File: src/rtl/rs_dec_arbiter.sv
// rs_dec_arbiter
//   Shares one RS decoder between two symbol sources at codeword granularity.
//   A channel is granted the decoder input for exactly N symbols; the block
//   generates the start/end-of-codeword framing, records the owner of every
//   granted codeword in a tag FIFO and steers decoder outputs back to it.
//
//   Build option: RS_ARB_STRICT_PRIO_EN -- when defined, channel 0 always wins
//   contention in IDLE; when undefined (default) contention is round-robin.
//
// Ports
//   clk, rst                 clock, synchronous active-high reset
//   s0_*/s1_*                upstream symbol streams (valid/ready/symbol)
//   d_valid, d_symbol,
//   d_start_codeword,
//   d_end_codeword, d_in_ready   decoder input side
//   d_o_*                    decoder output strobes and symbol
//   m0_*/m1_*                per-channel demultiplexed decoder output
//   pending                  codewords in flight inside the decoder
//   tag_underflow            sticky: decoder output arrived with no owner
module rs_dec_arbiter #(
    parameter int WORD_LENGTH = 8,
    parameter int N           = 15,
    parameter int K           = 11,
    parameter int MAX_PENDING = 4
) (
    input  logic                           clk,
    input  logic                           rst,
    input  logic                           s0_valid,
    input  logic [WORD_LENGTH-1:0]         s0_symbol,
    output logic                           s0_ready,
    input  logic                           s1_valid,
    input  logic [WORD_LENGTH-1:0]         s1_symbol,
    output logic                           s1_ready,
    output logic                           d_valid,
    output logic [WORD_LENGTH-1:0]         d_symbol,
    output logic                           d_start_codeword,
    output logic                           d_end_codeword,
    input  logic                           d_in_ready,
    input  logic                           d_o_valid,
    input  logic                           d_o_start_codeword,
    input  logic                           d_o_end_codeword,
    input  logic                           d_o_error,
    input  logic [WORD_LENGTH-1:0]         d_o_symbol,
    output logic                           m0_valid,
    output logic                           m0_start,
    output logic                           m0_end,
    output logic                           m0_error,
    output logic [WORD_LENGTH-1:0]         m0_symbol,
    output logic                           m1_valid,
    output logic                           m1_start,
    output logic                           m1_end,
    output logic                           m1_error,
    output logic [WORD_LENGTH-1:0]         m1_symbol,
    output logic [$clog2(MAX_PENDING):0]   pending,
    output logic                           tag_underflow
);

    localparam int CNT_W = $clog2(N);
    localparam int PTR_W = $clog2(MAX_PENDING);
    localparam logic [CNT_W-1:0] LAST_CNT = CNT_W'(N - 1);
    localparam logic [PTR_W:0]   FULL_CNT = (PTR_W + 1)'(MAX_PENDING);

    generate
        if (K >= N || MAX_PENDING < 2 || (1 << PTR_W) != MAX_PENDING) begin : g_bad_params
            $error("rs_dec_arbiter: need K < N and MAX_PENDING a power of 2, >= 2");
        end
    endgenerate

    typedef enum logic [1:0] {
        IDLE  = 2'd0,
        BUSY0 = 2'd1,
        BUSY1 = 2'd2
    } state_t;

    state_t             state_q, state_d;
    logic [CNT_W-1:0]   cnt_q, cnt_d;
    logic               xfer;
    logic               busy_ch;
    logic               pick1;

    // Tag FIFO: one bit per in-flight codeword naming its owner channel.
    logic               tag_mem_q [MAX_PENDING];
    logic [PTR_W-1:0]   wr_ptr_q, rd_ptr_q;
    logic [PTR_W:0]     pending_q;
    logic               underflow_q;
    logic               fifo_full, fifo_empty, push, pop, head;

    assign fifo_full  = (pending_q == FULL_CNT);
    assign fifo_empty = (pending_q == '0);

`ifdef RS_ARB_STRICT_PRIO_EN
    assign pick1 = !s0_valid;
`else
    logic last_q, last_d;
    // Under contention grant the channel that did not win last time.
    assign pick1 = (s0_valid && s1_valid) ? !last_q : s1_valid;
`endif

    // NOTE: every signal written here gets a default first so that no path
    // leaves it unassigned, which would otherwise infer a latch.
    always_comb begin
        state_d  = state_q;
        cnt_d    = cnt_q;
        s0_ready = 1'b0;
        s1_ready = 1'b0;
        d_valid  = 1'b0;
        d_symbol = '0;
        xfer     = 1'b0;
        busy_ch  = 1'b0;
`ifndef RS_ARB_STRICT_PRIO_EN
        last_d   = last_q;
`endif
        case (state_q)
            IDLE: begin
                if (!fifo_full && (s0_valid || s1_valid))
                    state_d = pick1 ? BUSY1 : BUSY0;
            end
            BUSY0: begin
                d_valid  = s0_valid;
                d_symbol = s0_symbol;
                s0_ready = d_in_ready;
                xfer     = s0_valid && d_in_ready;
            end
            BUSY1: begin
                d_valid  = s1_valid;
                d_symbol = s1_symbol;
                s1_ready = d_in_ready;
                xfer     = s1_valid && d_in_ready;
                busy_ch  = 1'b1;
            end
            default: state_d = IDLE;
        endcase

        // The grant is released only after the last symbol of the codeword.
        if (xfer) begin
            if (cnt_q == LAST_CNT) begin
                cnt_d   = '0;
                state_d = IDLE;
`ifndef RS_ARB_STRICT_PRIO_EN
                last_d  = busy_ch;
`endif
            end else begin
                cnt_d = cnt_q + CNT_W'(1);
            end
        end
    end

    assign d_start_codeword = d_valid && (cnt_q == '0);
    assign d_end_codeword   = d_valid && (cnt_q == LAST_CNT);

    // Tag pushed on the first symbol of a codeword, popped on decoder end.
    assign push = xfer && (cnt_q == '0);
    assign pop  = d_o_valid && d_o_end_codeword && !fifo_empty;
    assign head = tag_mem_q[rd_ptr_q];

    // NOTE: sequential state uses non-blocking assignments so every register
    // samples the pre-edge values regardless of statement order.
    always_ff @(posedge clk) begin
        if (rst) begin
            state_q     <= IDLE;
            cnt_q       <= '0;
            wr_ptr_q    <= '0;
            rd_ptr_q    <= '0;
            pending_q   <= '0;
            underflow_q <= 1'b0;
`ifndef RS_ARB_STRICT_PRIO_EN
            last_q      <= 1'b1;
`endif
        end else begin
            state_q <= state_d;
            cnt_q   <= cnt_d;
`ifndef RS_ARB_STRICT_PRIO_EN
            last_q  <= last_d;
`endif
            if (push) wr_ptr_q <= wr_ptr_q + PTR_W'(1);
            if (pop)  rd_ptr_q <= rd_ptr_q + PTR_W'(1);
            case ({push, pop})
                2'b10:   pending_q <= pending_q + (PTR_W + 1)'(1);
                2'b01:   pending_q <= pending_q - (PTR_W + 1)'(1);
                default: pending_q <= pending_q;
            endcase
            if (d_o_valid && fifo_empty) underflow_q <= 1'b1;
        end
    end

    // NOTE: the tag storage has no reset; entries are only read while the
    // occupancy count says they were written.
    always_ff @(posedge clk) begin
        if (push) tag_mem_q[wr_ptr_q] <= busy_ch;
    end

    assign pending       = pending_q;
    assign tag_underflow = underflow_q;

    // Output routing: strobes go to the head-tag owner only; output with no
    // owner (empty FIFO) is dropped.
    assign m0_valid  = d_o_valid          && !fifo_empty && !head;
    assign m0_start  = d_o_start_codeword && !fifo_empty && !head;
    assign m0_end    = d_o_end_codeword   && !fifo_empty && !head;
    assign m0_error  = d_o_error          && !fifo_empty && !head;
    assign m1_valid  = d_o_valid          && !fifo_empty &&  head;
    assign m1_start  = d_o_start_codeword && !fifo_empty &&  head;
    assign m1_end    = d_o_end_codeword   && !fifo_empty &&  head;
    assign m1_error  = d_o_error          && !fifo_empty &&  head;
    assign m0_symbol = d_o_symbol;
    assign m1_symbol = d_o_symbol;

endmodule
File: config.mk
export PLATFORM = sky130hd
export DESIGN_NAME = rs_dec_arbiter
export DESIGN_NICKNAME = d
export VERILOG_FILES = /design/src/rtl/rs_dec_arbiter.sv
export SDC_FILE = /design/constraint.sdc
export NUM_CORES = 1
export LEC_CHECK = 0
export CORE_ASPECT_RATIO = 1.75
export CORE_MARGIN = 4
export CORE_UTILIZATION = 35
export DETAILED_ROUTE_END_ITERATION = 8
export DONT_BUFFER_PORTS = 1
export SYNTH_ARGS = -nofsm -noshare
export SYNTH_HDL_FRONTEND = slang
export SYNTH_SLANG_ARGS = --single-unit
File: constraint.sdc
create_clock -name clk -period 3.66 [get_ports clk]
set_clock_uncertainty 0.15 [all_clocks]
set_input_delay 0.732 -clock clk [delete_from_list [all_inputs] [get_ports clk]]
set_output_delay 0.732 -clock clk [all_outputs]
set_load 0.01 [all_outputs]
==> flow_summary_export.csv <==
group,metric,value,unit
status,status,"finished, final reports clean",
placed_design,place_congestion,0.7329,
floorplanning,chipWidth,56.51,µm
cts,clockBufferDepth,2,
cells_and_area,design_area,0.001403,mm²
synth,synth_top_area_share,23.61,%
setup_path,timing.rr.start,"state_q[0]",
power,p_clk_share,29.7,%
setup_path,slowest_delay,0.50,ns
setup_path,r2r-end,"pending[2]",
power,p_per_area,370.0,mW/mm²
power,pwr-share-comb,20.6,%
cts,cts_setup_buffers,0,
cts,cts_hold_buf,0,
route,firstDrtPassIters,4,
global_routing,grt_overflow,0,
setup_path,reg2reg_depth,11,
placed_design,io_buffers,0,
synth,synth_xor_area_share,1.215,%
synth,synth-edff-count,4,
timing,hold_viol_final,0,
synth,synth_top_area_cell,"dfxtp_1",
timing,min_period,3.066,ns
power,p_leak,0.4827,nW
setup_path,start_kind,"register",
setup_path,crit_chain,"inv_1 -> ha_1 -> mux2i_4 -> nor3_4 -> inv_1 -> ha_1 -> inv_1 -> fa_1 -> xor2_1 -> or3_1 -> a21oi_1",
setup_path,crit_fanout,14,
cts,cts.htree.levels,1,
floorplanning,core,0.003941,mm²
timing,relSlewSlack,51.87,%
cells_and_area,nets,191,
route,drt_iter0_drc,33,
setup_path,cp-startpoint,"state_q[0]",
cells_and_area,layout_common_cells,"dfxtp_1 (17), nor2_1 (14), nand2_1 (13)",
power,internal-power,365.1,µW
cts,ctsResizeCount,0,
timing,fmax,326.2,MHz
setup_path,cp_slowest_cell,"ha_1",
power,p_switching,153.8,µW
placed_design,post_dp_cell_area,0.001354,mm²
worst_hold_path,hold_class,"register to register",
timing,fin_tns_setup,0,ns
cts,cts_num_sinks,21,
job,maxCapViolCount,0,
synth,synth_nets,208,
global_routing,antenna_found_initial,0,
cells_and_area,layout_commonest_cell,"dfxtp_1",
cts,clkLatencyLatePin,0.26,ns
floorplanning,die_y,92.90,µm
timing,finalSetupViolCount,0,
cells_and_area,num_antenna_cells,0,
route,drc,0,
route,wl_per_cell,15.46,µm
synth,synth_cells,165,
setup_path,crit_family,"adder cells",
cts,root_buffer,"clkbuf_8",
cts,cts_tree,"built",
synth,yosys.area_share.simple,24.31,%
power,ir_drop,0.1632,mV
synth,synth_top_family_by_area,"simple AND/OR/NAND/NOR gates",
setup_path,required,3.70,ns
setup_path,cp_num_cells,11,
power,swShare,29.63,%
synth,yosysWarnings,0,
synth,ys_seq_elements,21,
setup_path,path_buf_inv,3,
floorplanning,rows,30,
cts,cts_made_buffers,3,
synth,synthAdderAreaFrac,9.201,%
setup_path,cp.arrival,3.11,ns
synth,synth.avg_cell_area,8.736,µm²
synth,synth_compound_area_share,14.41,%
cells_and_area,drive_gt1_share,9.524,%
global_routing,grt_max_degree,18,
synth,yosysSeqAreaShare,31.94,%
synth,synth_cell_types,38,
route,vias_per_cell,5.538,
global_routing,grt_usage,12.08,%
floorplanning,io_pins,74,
power,p_seq_share,49.6,%
cells_and_area,area_growth,-2.691,%
synth,netlist_top_cells_area,"dfxtp_1 (24%), buf_4 (8.9%), edfxtp_1 (8.3%)",
placed_design,dp_hpwl,2378,µm
synth,async_flop_share,0,%
setup_path,cp-endpoint,"pending[2]",
timing,fin_crit_sh,83.77,%
timing,grt_setup_unrepaired,"no",
setup_path,end_kind,"register",
route,ant_nets,0,
cts,clk_pin_slew,0.08,ns
global_routing,grt_pass1_wl,5037,µm
route,vias,1080,
synth,yosys-mux-area-fraction,5.556,%
setup_path,cpMostUsedCell,"inv_1",
floorplanning,start_util,36.57,%
setup_path,reg2reg_setup_slack,0.59,ns
timing,tightest_slew,0.7129,ns
timing,drv_slew,0,
global_routing,grt_pass1_vias,1126,
setup_path,critical_path_class,"register to register",
route,totalWireLength,3015,µm
synth,synth.cell_area,0.001441,mm²
floorplanning,dieArea,0.005250,mm²
synth,synth_ff_type,"dfxtp_1",
[logic make-up (layout without fill, tap and decap cells)]
kind of cell / count (synthesis) / after routing
AO/OA/AOI/OAI: 32 / 32
XOR/XNOR: 2 / 2
adder cells (fa/ha/maj): 10 / 10
buffers and inverters: 34 / 16
flip-flops: 21 / 21
multiplexers: 5 / 5
AND/OR/NAND/NOR: 61 / 61
[metal layers]
layer	vias to the layer above	share of wire, %	wire (µm)	track usage [%]
li1	520	-	-	-
met1	489	37	1117	11.98
met2	64	53	1609	22.59
met3	7	8.5	255	3.905
met4	0	1.1	34	4.554
met5	-	0	0	0
[flip-flops by register name, indices dropped and copies added, names as in the netlist, named ones only]
name	cells
tag_mem_q	4
tag_underflow	1
rd_ptr_q	2
last_q	1
wr_ptr_q	2
state_q	2
cnt_q	4
pending	3
[metrics by stage]
| step | power [mW] | util [%] | setup WS (ns) | hold WS, ns | std cells |
|---|---|---|---|---|---|
| 2_1_floorplan | 0.3720 | - | 0.9975 | 0.3044 | 165 |
| 3_3_place_gp | 0.3655 | 34.35 | 0.7607 | 0.3080 | 191 |
| 3_5_place_dp | 0.3698 | 34.35 | 0.5914 | 0.3180 | 191 |
| 4_1_cts | 0.5249 | 35.59 | 0.5746 | 0.3310 | 195 |
| 5_1_grt | 0.5510 | 35.59 | 0.2984 | 0.3485 | 195 |
| 6_report | 0.5189 | 35.59 | 0.5941 | 0.3268 | 195 |
[worst register-to-register path, delay by kind of cell (launching register included)]
family	cells	cell delay, ns
AO/OA/AOI/OAI	1	0.16
buffers and inverters	3	0.27
AND/OR/NAND/NOR	2	0.43
XOR/XNOR	1	0.15
multiplexers	1	0.47
adder cells (fa/ha/maj)	3	1.04
flip-flops	1	0.34
[cell usage after synthesis, drive strengths merged, types with 4 or more instances]
master,number
and3,4
inv,12
edfxtp,4
clkbuf,4
a21oi,10
nor2,14
ha,9
o21ai,5
nand2,14
a22oi,8
nor2b,8
dfxtp,17
and2,6
buf,18
[worst min path at each step]
stage,startpoint,to,slack (ns),cells past startpoint
2_1_floorplan,rd_ptr_q[0],register,0.30,2
3_3_place_gp,rd_ptr_q[0],rd_ptr_q[0],0.31,2
3_5_place_dp,rd_ptr_q[0],rd_ptr_q[0],0.32,2
4_1_cts,rd_ptr_q[0],rd_ptr_q[0],0.33,2
5_1_grt,rd_ptr_q[0],rd_ptr_q[0],0.35,2
6_report,rd_ptr_q[0],rd_ptr_q[0],0.33,2
[power groups by stage]
stage | sequential [mW] | combinational (mW) | clock [mW]
after global placement | 0.262 | 0.104 | 0
after floorplan | 0.260 | 0.112 | 0
after CTS | 0.258 | 0.108 | 0.159
final | 0.258 | 0.107 | 0.154
after global routing | 0.259 | 0.122 | 0.170
after detailed placement | 0.263 | 0.107 | 0
[final cells by class]
| class | instances | area [µm²] |
|---|---|---|
| Clock buffer | 3 | 41.29 |
| Multi-Input combinational cell | 110 | 788.3 |
| Tap cell | 48 | 60.06 |
| Clock inverter | 1 | 7.507 |
| Sequential cell | 21 | 460.4 |
| Fill cell | 419 | 2539 |
| Inverter | 12 | 45.04 |
(Power assumes the default switching activity.)
